**config.mk**
```make
export PLATFORM = sky130hd
export DESIGN_NAME = audio_cfg_arbiter
export DESIGN_NICKNAME = d
export VERILOG_FILES = /design/src/rtl/audio_cfg_pkg.sv /design/src/rtl/audio_cfg_arbiter_rr_pick.sv /design/src/rtl/audio_cfg_arbiter.sv
export SDC_FILE = /design/constraint.sdc
export NUM_CORES = 1
export LEC_CHECK = 0
export CORE_MARGIN = 8
export CORE_UTILIZATION = 35
export DETAILED_ROUTE_END_ITERATION = 10
export HOLD_SLACK_MARGIN = 0.1
export PLACE_DENSITY_LB_ADDON = 0.25
export SYNTH_ARGS = -nofsm -noshare
export SYNTH_HDL_FRONTEND = slang
export SYNTH_SLANG_ARGS = --single-unit
```
**constraint.sdc**
```tcl
create_clock -name CLOCK_50 -period 4.95 [get_ports CLOCK_50]
set_input_delay 0.99 -clock CLOCK_50 [delete_from_list [all_inputs] [get_ports CLOCK_50]]
set_output_delay 0.99 -clock CLOCK_50 [all_outputs]
set_load 0.02 [all_outputs]
```
**src/rtl/audio_cfg_pkg.sv**
```systemverilog
// Shared types and constants for the audio codec configuration path.
// Holds arbiter FSM states, default bus widths and codec register addresses.
package audio_cfg_pkg;

    localparam int REG_W_DEF  = 7;
    localparam int DATA_W_DEF = 9;

    typedef enum logic [2:0] {
        ST_IDLE = 3'd0,
        ST_ARB  = 3'd1,
        ST_SEND = 3'd2,
        ST_WAIT = 3'd3,
        ST_DONE = 3'd4
    } state_t;

    localparam logic [6:0] REG_LHP_VOL      = 7'h02;
    localparam logic [6:0] REG_RHP_VOL      = 7'h03;
    localparam logic [6:0] REG_ANALOG_PATH  = 7'h04;
    localparam logic [6:0] REG_DIGITAL_PATH = 7'h05;
    localparam logic [6:0] REG_POWER        = 7'h06;
    localparam logic [6:0] REG_AUDIO_FMT    = 7'h07;
    localparam logic [6:0] REG_SAMPLE_RATE  = 7'h08;
    localparam logic [6:0] REG_ACTIVE       = 7'h09;

endpackage

```
**src/rtl/audio_cfg_arbiter_rr_pick.sv**
```systemverilog
// Round-robin pick: one-hot winner is the first set request at or after ptr_i, wrapping.
// Latency: purely combinational.
// Backpressure: none; any_o is low when nothing is requesting.
module rr_pick #(
    parameter int N     = 3,
    parameter int PTR_W = (N > 1) ? $clog2(N) : 1
) (
    input  logic [N-1:0]     req_i,
    input  logic [PTR_W-1:0] ptr_i,
    output logic [N-1:0]     gnt_o,
    output logic [PTR_W-1:0] idx_o,
    output logic             any_o
);

    localparam int PW1 = PTR_W + 1;

    logic [PTR_W:0] pos;
    logic           found;

    always_comb begin
        gnt_o = '0;
        idx_o = '0;
        found = 1'b0;
        pos   = '0;
        for (int k = 0; k < N; k++) begin
            pos = {1'b0, ptr_i} + PW1'(k);
            if (pos >= PW1'(N)) begin
                pos = pos - PW1'(N);
            end
            if (!found && req_i[pos[PTR_W-1:0]]) begin
                found                 = 1'b1;
                gnt_o[pos[PTR_W-1:0]] = 1'b1;
                idx_o                 = pos[PTR_W-1:0];
            end
        end
    end

    assign any_o = |req_i;

endmodule

```
**src/rtl/audio_cfg_arbiter.sv**
```systemverilog
// Shares the codec manual-write port among N_REQ requesters, round-robin, one write in flight.
// Latency: grant 1 cycle after arbitration, send 1 cycle later, done 1 cycle after send_done.
// Backpressure: requests wait in ARB until the codec answers send_done or the write times out.
module audio_cfg_arbiter
    import audio_cfg_pkg::*;
#(
    parameter int N_REQ       = 3,
    parameter int REG_W       = REG_W_DEF,
    parameter int DATA_W      = DATA_W_DEF,
    parameter int TIMEOUT_CYC = 1_000_000
) (
    input  logic                    CLOCK_50,
    input  logic                    rst,
    input  logic                    audio_init_done,
    input  logic [N_REQ-1:0]        req,
    input  logic [N_REQ*REG_W-1:0]  req_reg,
    input  logic [N_REQ*DATA_W-1:0] req_data,
    output logic [N_REQ-1:0]        grant,
    output logic [N_REQ-1:0]        done,
    output logic                    err,
    output logic                    busy,
    output logic                    send,
    output logic [REG_W-1:0]        register,
    output logic [DATA_W-1:0]       data,
    input  logic                    send_done,
    output logic                    timeout_err
);

    localparam int PTR_W = (N_REQ > 1) ? $clog2(N_REQ) : 1;
    localparam int CNT_W = $clog2(TIMEOUT_CYC + 1);

    state_t              state_q;
    logic [PTR_W-1:0]    ptr_q;
    logic [PTR_W-1:0]    owner_q;
    logic [CNT_W-1:0]    cnt_q;
    logic [N_REQ-1:0]    grant_q;
    logic [N_REQ-1:0]    done_q;
    logic                err_q;
    logic                busy_q;
    logic                send_q;
    logic [REG_W-1:0]    reg_q;
    logic [DATA_W-1:0]   data_q;
    logic                terr_q;

    logic [N_REQ-1:0]    win_gnt;
    logic [PTR_W-1:0]    win_idx;
    logic                win_any;
    logic [REG_W-1:0]    sel_reg_d;
    logic [DATA_W-1:0]   sel_data_d;
    logic [PTR_W-1:0]    ptr_d;
    logic [CNT_W-1:0]    cnt_d;
    logic                timeout_hit;

    rr_pick #(
        .N     (N_REQ),
        .PTR_W (PTR_W)
    ) u_rr_pick (
        .req_i (req),
        .ptr_i (ptr_q),
        .gnt_o (win_gnt),
        .idx_o (win_idx),
        .any_o (win_any)
    );

    always_comb begin
        sel_reg_d  = '0;
        sel_data_d = '0;
        for (int i = 0; i < N_REQ; i++) begin
            if (win_gnt[i]) begin
                sel_reg_d  = req_reg[i*REG_W +: REG_W];
                sel_data_d = req_data[i*DATA_W +: DATA_W];
            end
        end
    end

    // Next owner in line after the current one, wrapping at the last requester.
    assign ptr_d       = (owner_q == PTR_W'(N_REQ - 1)) ? '0 : owner_q + 1'b1;
    assign cnt_d       = cnt_q + 1'b1;
    assign timeout_hit = (cnt_q == CNT_W'(TIMEOUT_CYC - 1));

    always_ff @(posedge CLOCK_50 or negedge rst) begin
        if (!rst) begin
            state_q <= ST_IDLE;
            ptr_q   <= '0;
            owner_q <= '0;
            cnt_q   <= '0;
            grant_q <= '0;
            done_q  <= '0;
            err_q   <= 1'b0;
            busy_q  <= 1'b0;
            send_q  <= 1'b0;
            reg_q   <= '0;
            data_q  <= '0;
            terr_q  <= 1'b0;
        end else begin
            send_q <= 1'b0;
            done_q <= '0;
            err_q  <= 1'b0;
            case (state_q)
                ST_IDLE: begin
                    if (audio_init_done) begin
                        state_q <= ST_ARB;
                    end
                end
                ST_ARB: begin
                    if (!audio_init_done) begin
                        state_q <= ST_IDLE;
                    end else if (win_any) begin
                        grant_q <= win_gnt;
                        owner_q <= win_idx;
                        reg_q   <= sel_reg_d;
                        data_q  <= sel_data_d;
                        busy_q  <= 1'b1;
                        state_q <= ST_SEND;
                    end
                end
                ST_SEND: begin
                    send_q  <= 1'b1;
                    cnt_q   <= '0;
                    state_q <= ST_WAIT;
                end
                ST_WAIT: begin
                    // A completion arriving on the last allowed cycle still counts as success.
                    if (send_done || timeout_hit) begin
                        done_q  <= grant_q;
                        err_q   <= !send_done;
                        grant_q <= '0;
                        ptr_q   <= ptr_d;
                        state_q <= ST_DONE;
                        if (!send_done) begin
                            terr_q <= 1'b1;
                        end
                    end else begin
                        cnt_q <= cnt_d;
                    end
                end
                ST_DONE: begin
                    busy_q  <= 1'b0;
                    state_q <= audio_init_done ? ST_ARB : ST_IDLE;
                end
                default: begin
                    state_q <= ST_IDLE;
                end
            endcase
        end
    end

    assign grant       = grant_q;
    assign done        = done_q;
    assign err         = err_q;
    assign busy        = busy_q;
    assign send        = send_q;
    assign register    = reg_q;
    assign data        = data_q;
    assign timeout_err = terr_q;

endmodule

```
==> results.yml, run 1 <==
logic_synthesis:
  synth.largest_area_cell: "dfrtp_1"
  synth_area_leaders: "dfrtp_1 (46%), nand2_1 (4.4%), or3_1 (4.3%)"
  ys_seq_elements: 53
  synth_edf_count: 0
  syn_inst: 326
  synth_area_per_cell_um2: 8.87
  ys_warn_count: 0
  yosysTopAreaCellShare: 0.458
  yosysUniqueCellTypes: 50
  syn_area_um2: 2890
  yosysSeqAreaShare: 0.458
  synth_ff_type: "dfrtp_1"
  async_flop_share: 1.00
  syn_nets: 386
clocking:
  numCtsBuffers: 5
  cts_setup_buffers: 0
  cts_buffer_depth: 2
  clk-insertion-delay-late_ns: 0.31
  cts_root_buffer: "clkbuf_8"
  hold_buffers: 0
  path_clk_slew_ns: 0.10
  cts_tree: "built"
  htree_levels: 2
  clock_sinks: 53
  cts_resized: 0
worst_setup_path:
  start_kind: "input port"
  slowest_delay_ns: 0.83
  cp_max_fo: 16
  worst_ep_required_time_ns: 5.08
  path_cells: "clkdlybuf4s50_1 -> nor3_1 -> or3_1 -> nor3_2 -> a31oi_1"
  crit_arrival_ns: 3.26
  cp_slowest_cell: "nor3_2"
  worstSetupEndpointType: "flip-flop"
  critical_path_class: "in -> reg"
sta:
  finalMaxSlewViolations: 0
  period_minus_slack_ns: 3.13
  finalHoldViolations: 0
  min_period_over_period: 0.632
  skew_ns: 0.0117
  rsz0062_at_grt: "false"
  setup_tns_ns: 0
  worst_pin_slew_ns: 0.994
  fmax_ghz: 0.320
  slew-limit-headroom: 0.334
  setup_viol: 0
detailed_routing:
  drt-pass1-iter-count: 4
  num_vias: 2578
  drt_iter0_drc: 81
  vias_per_cell: 5.08
  drt-total-wl_um: 7360
  antenna_left: 0
  post-route-drc-count: 0
  routedWlPerCell_um: 14.5
cells_and_area:
  num_antenna_cells: 0
  drive_above_1_share: 0.0448
  fill_cells: 775
  final_nets: 461
  fin_area_um2: 3920
  mostFrequentLayoutCell: "clkdlybuf4s50_1"
  area_delta_synth_final_pct: 35.3
  final_cell_mix: "clkdlybuf4s50_1 (79), dfrtp_1 (53), nand2_1 (34), nor2_1 (31), inv_1 (24)"
floorplan:
  die_w_um: 107
  dieHeight_um: 107
  dieArea_um2: 11400
  start_util: 0.356
  rows: 33
  core-area_um2: 8130
  ios: 81
grt:
  grt_pass1_wl_um: 12100
  grt_usage: 0.129
  grt_pass1_vias: 2605
  grt_overflow: 0
  grt_max_degree: 54
  antenna_found_initial: 0
outcome:
  status: "finished, final reports clean"
power_and_ir_drop:
  irDropWorstVdd_uv: 261
  total_power_mw: 1.90
  p_per_area_nw_per_um2: 484
  power.leakage_nw: 1.65
placed_design:
  dpl_cell_area_um2: 3780
  io_buffers: 80
  gp_congestion: 0.847
  place_hpwl_um: 5450
flow_run:
  drv_cap: 0
worst_hold_path:
  hold_path.class: "reg -> reg"
-- layer usage --
metal  vias up  wire (um)  global-route usage
met4         0         94              0.0291
met2        72       3360               0.209
met1      1199       3190               0.148
met3         9        715              0.0672
li1       1298          -                   -
met5         -          0                   0
-- state kept, by name, summed over array words and instances, names as in the netlist --
register / flops
busy: 1
cnt_q: 20
data: 9
done: 3
err: 1
grant: 3
owner_q: 2
ptr_q: 2
register: 7
send: 1
state_q: 3
timeout_err: 1
-- where the power goes --
group	switching [mW]	internal, mW	total (mW)
Clock	0.145	0.201	0.346
Sequential	0.0886	0.548	0.637
Combinational	0.501	0.411	0.912
-- metrics by stage --
| stage | worst slack (ns) | hold WS (ns) | instances | utilization |
|---|---|---|---|---|
| after floorplan | 2.39 | 0.472 | 326 | - |
| after global placement | 1.58 | 0.453 | 499 | 0.465 |
| after detailed placement | 1.50 | 0.458 | 499 | 0.465 |
| after CTS | 1.82 | 0.482 | 507 | 0.481 |
| after global routing | 1.64 | 0.487 | 507 | 0.481 |
| final | 1.82 | 0.477 | 507 | 0.481 |
-- critical path, delay by kind of cell --
| kind | cells | cell delay, ns |
|---|---|---|
| compound gates | 1 | 0.18 |
| buf+inv | 1 | 0.61 |
| simple gates | 3 | 1.46 |
-- final cells by class --
type                            count  area, um^2  share of cell area
Multi-Input combinational cell    233        1410               0.360
Sequential cell                    53        1330               0.339
Timing Repair Buffer               84         826               0.211
Tap cell                          105         131              0.0336
Inverter                           24        90.1              0.0230
Clock buffer                        5        68.8              0.0176
Clock inverter                      3        65.1              0.0166
-- synth_stat cells (3+ instances only) --
cell / instances
a21oi_1: 6
a31oi_1: 18
and2_1: 3
and3_1: 3
buf_2: 4
clkbuf_1: 9
dfrtp_1: 53
ha_1: 5
inv_1: 24
mux2i_1: 3
nand2_1: 34
nand3_1: 12
nand3b_1: 5
nand4_1: 5
nor2_1: 31
nor2b_1: 3
nor3_1: 5
o21ai_0: 14
o22ai_1: 18
or3_1: 20
xnor2_1: 7
xor2_1: 8
-- path summary, 6_finish.rpt --
path	slack [ns]	endpoint	depth (start not counted)	startpoint
max reg2reg	2.28	register[3]	8	ptr_q[0]
min reg2reg	0.48	timeout_err	1	timeout_err
min in group asynchronous	0.79	cnt_q[2]	2	rst
max	1.82	register[3]	5	req[2]
min	0.48	timeout_err	1	timeout_err
max in group asynchronous	3.70	register[0]	2	rst
-- kinds of logic (layout without fill, tap and decap cells) --
family,count (synthesis),in the layout,synth area share
adders and majority gates,5,5,0.0216
AOI/OAI and AO/OA,70,70,0.152
buffers and inverters,40,116,0.0567
and+or+nand+nor,139,139,0.252
xor gates and xnor gates,15,15,0.0454
DFF,53,53,0.458
muxes,4,4,0.0143
Note: power is estimated with default switching activity, not from simulation.
==> inputs of run 2 (changes only) <==
clock period = 2.9 ns   (was 4.95 ns; I/O delays follow)
==> run 2 against run 1 <==
  * Sequential power rose by 70%
  * Register-to-register slack got worse by 1.9 ns
  * Flip-flop and latch count did not move
==> results.yml, run 2 (synthesis results as in run 1) <==
detailed_routing:
  post-route-drc-count: 0
  drt_iter0_drc: 70
  drt-total-wl_um: 7390
  drt-pass1-iter-count: 4
  antenna_left: 0
  num_vias: 2576
  vias_per_cell: 5.05
  routedWlPerCell_um: 14.5
worst_setup_path:
  critPathLaunch: "ptr_q[1]"
  rr_startpoint: "ptr_q[1]"
  path_cells: "inv_1 -> ha_1 -> mux2i_1 -> o21ai_2 -> nor2b_1 -> a211o_1 -> or3_1 -> a31oi_1"
  crit_family: "compound AO/OA/AOI/OAI gates"
  cp_num_cells: 8
  rr_worst_depth: 8
  critical_path_class: "reg -> reg"
  crit_arrival_ns: 2.74
  slowest_delay_ns: 0.45
  r2r_end: "register[2]"
  worstSetupEndpointType: "flip-flop"
  start_kind: "flip-flop"
  cp_slowest_cell: "a211o_1"
  endpoint: "register[2]"
  worst_ep_required_time_ns: 3.13
  crit_buf_inv: 1
  r2r_slack_ns: 0.38
  cp_max_fo: 17
clocking:
  cts_root_buffer: "clkbuf_8"
  cts_resized: 0
  hold_buffers: 0
  numCtsBuffers: 5
  clock_sinks: 53
  cts_tree: "built"
  clk-insertion-delay-late_ns: 0.30
  path_clk_slew_ns: 0.10
  htree_levels: 2
  cts_setup_buffers: 0
  cts_buffer_depth: 2
cells_and_area:
  num_antenna_cells: 0
  max_flop_register: "cnt_q"
  drive_above_1_share: 0.0519
  final_cell_mix: "clkdlybuf4s50_1 (79), dfrtp_1 (53), nand2_1 (34), nor2_1 (31), inv_1 (24)"
  fin_cells: 510
  final_util: 0.480
  fin_area_um2: 3900
  largest_register_ffs: 20
  mostFrequentLayoutCell: "clkdlybuf4s50_1"
  area_delta_synth_final_pct: 34.9
  final_nets: 464
sta:
  slew-limit-headroom: 0.611
  period_minus_slack_ns: 2.52
  setup_viol: 0
  timing.hold.ws_ns: 0.118
  skew_ns: 0.00996
  setup_tns_ns: 0
  rsz0062_at_grt: "false"
  fmax_ghz: 0.397
  min_period_over_period: 0.868
  setup_ws_ns: 0.384
  finalHoldViolations: 0
  finalMaxSlewViolations: 0
  worst_pin_slew_ns: 0.580
floorplan:
  die_w_um: 107
  dieHeight_um: 107
  dieArea_um2: 11400
  ios: 81
  start_util: 0.356
  core-area_um2: 8130
  rows: 33
power_and_ir_drop:
  p_sw_frac: 0.404
  power.share.sequential: 0.348
  clkPwrFrac: 0.132
  p_comb_frac: 0.520
  p_per_area_nw_per_um2: 792
  irDropWorstVdd_uv: 419
  power.leakage_nw: 1.65
  p_int_mw: 1.84
  power.switching_mw: 1.25
  total_power_mw: 3.09
placed_design:
  dp.cells: 502
  place_hpwl_um: 5570
  gp_congestion: 0.897
  pre_cts_slack_ns: 0.107
  io_buffers: 80
  dpl_cell_area_um2: 3820
grt:
  grt_usage: 0.134
  grt_overflow: 0
  grt_pass1_wl_um: 12600
  antenna_found_initial: 0
  grt_max_degree: 34
  grt_pass1_vias: 2733
flow_run:
  drv_cap: 0
outcome:
  status: "finished, final reports clean"
worst_hold_path:
  hold_path.class: "in -> async"
## run 2: cell count changes in the layout (fill, tap and decap cells not counted), sizes merged
cell and delta:
clkinv +1, buf +3, bufinv -2, clkinvlp +1
## run 2: final cells by class
cell class                      count  area [um^2]
Clock inverter                      3         17.5
Multi-Input combinational cell    233         1410
Inverter                           24         90.1
Clock buffer                        5         68.8
Tap cell                          105          131
Timing Repair Buffer               87          861
Fill cell                         791         4230
Sequential cell                    53         1330
## run 2: worst min-delay path by stage
stage                      from          end  slack [ns]
floorplan                   rst         busy        0.28
global placement    timeout_err  timeout_err        0.45
detailed placement          rst     cnt_q[3]        0.46
CTS                         rst     cnt_q[2]        0.12
global route                rst     cnt_q[3]        0.11
finish                      rst     cnt_q[2]        0.12
## run 2: metal layers
layer,vias up,routed length (um),GRT usage,part of all wire
met2,75,3320,0.213,0.45
met4,0,86,0.0392,0.012
met3,9,711,0.0624,0.096
met5,-,0,0,0
li1,1309,-,-,-
met1,1183,3280,0.159,0.44
## run 2: power groups by stage
| stage | logic, mW | registers (mW) | clock network [mW] |
|---|---|---|---|
| after floorplan | 0.872 | 1.23 | 0 |
| after global placement | 1.61 | 1.08 | 0 |
| after detailed placement | 1.63 | 1.09 | 0 |
| after CTS | 1.63 | 1.08 | 0.428 |
| after global routing | 1.77 | 1.11 | 0.461 |
| final | 1.61 | 1.08 | 0.409 |
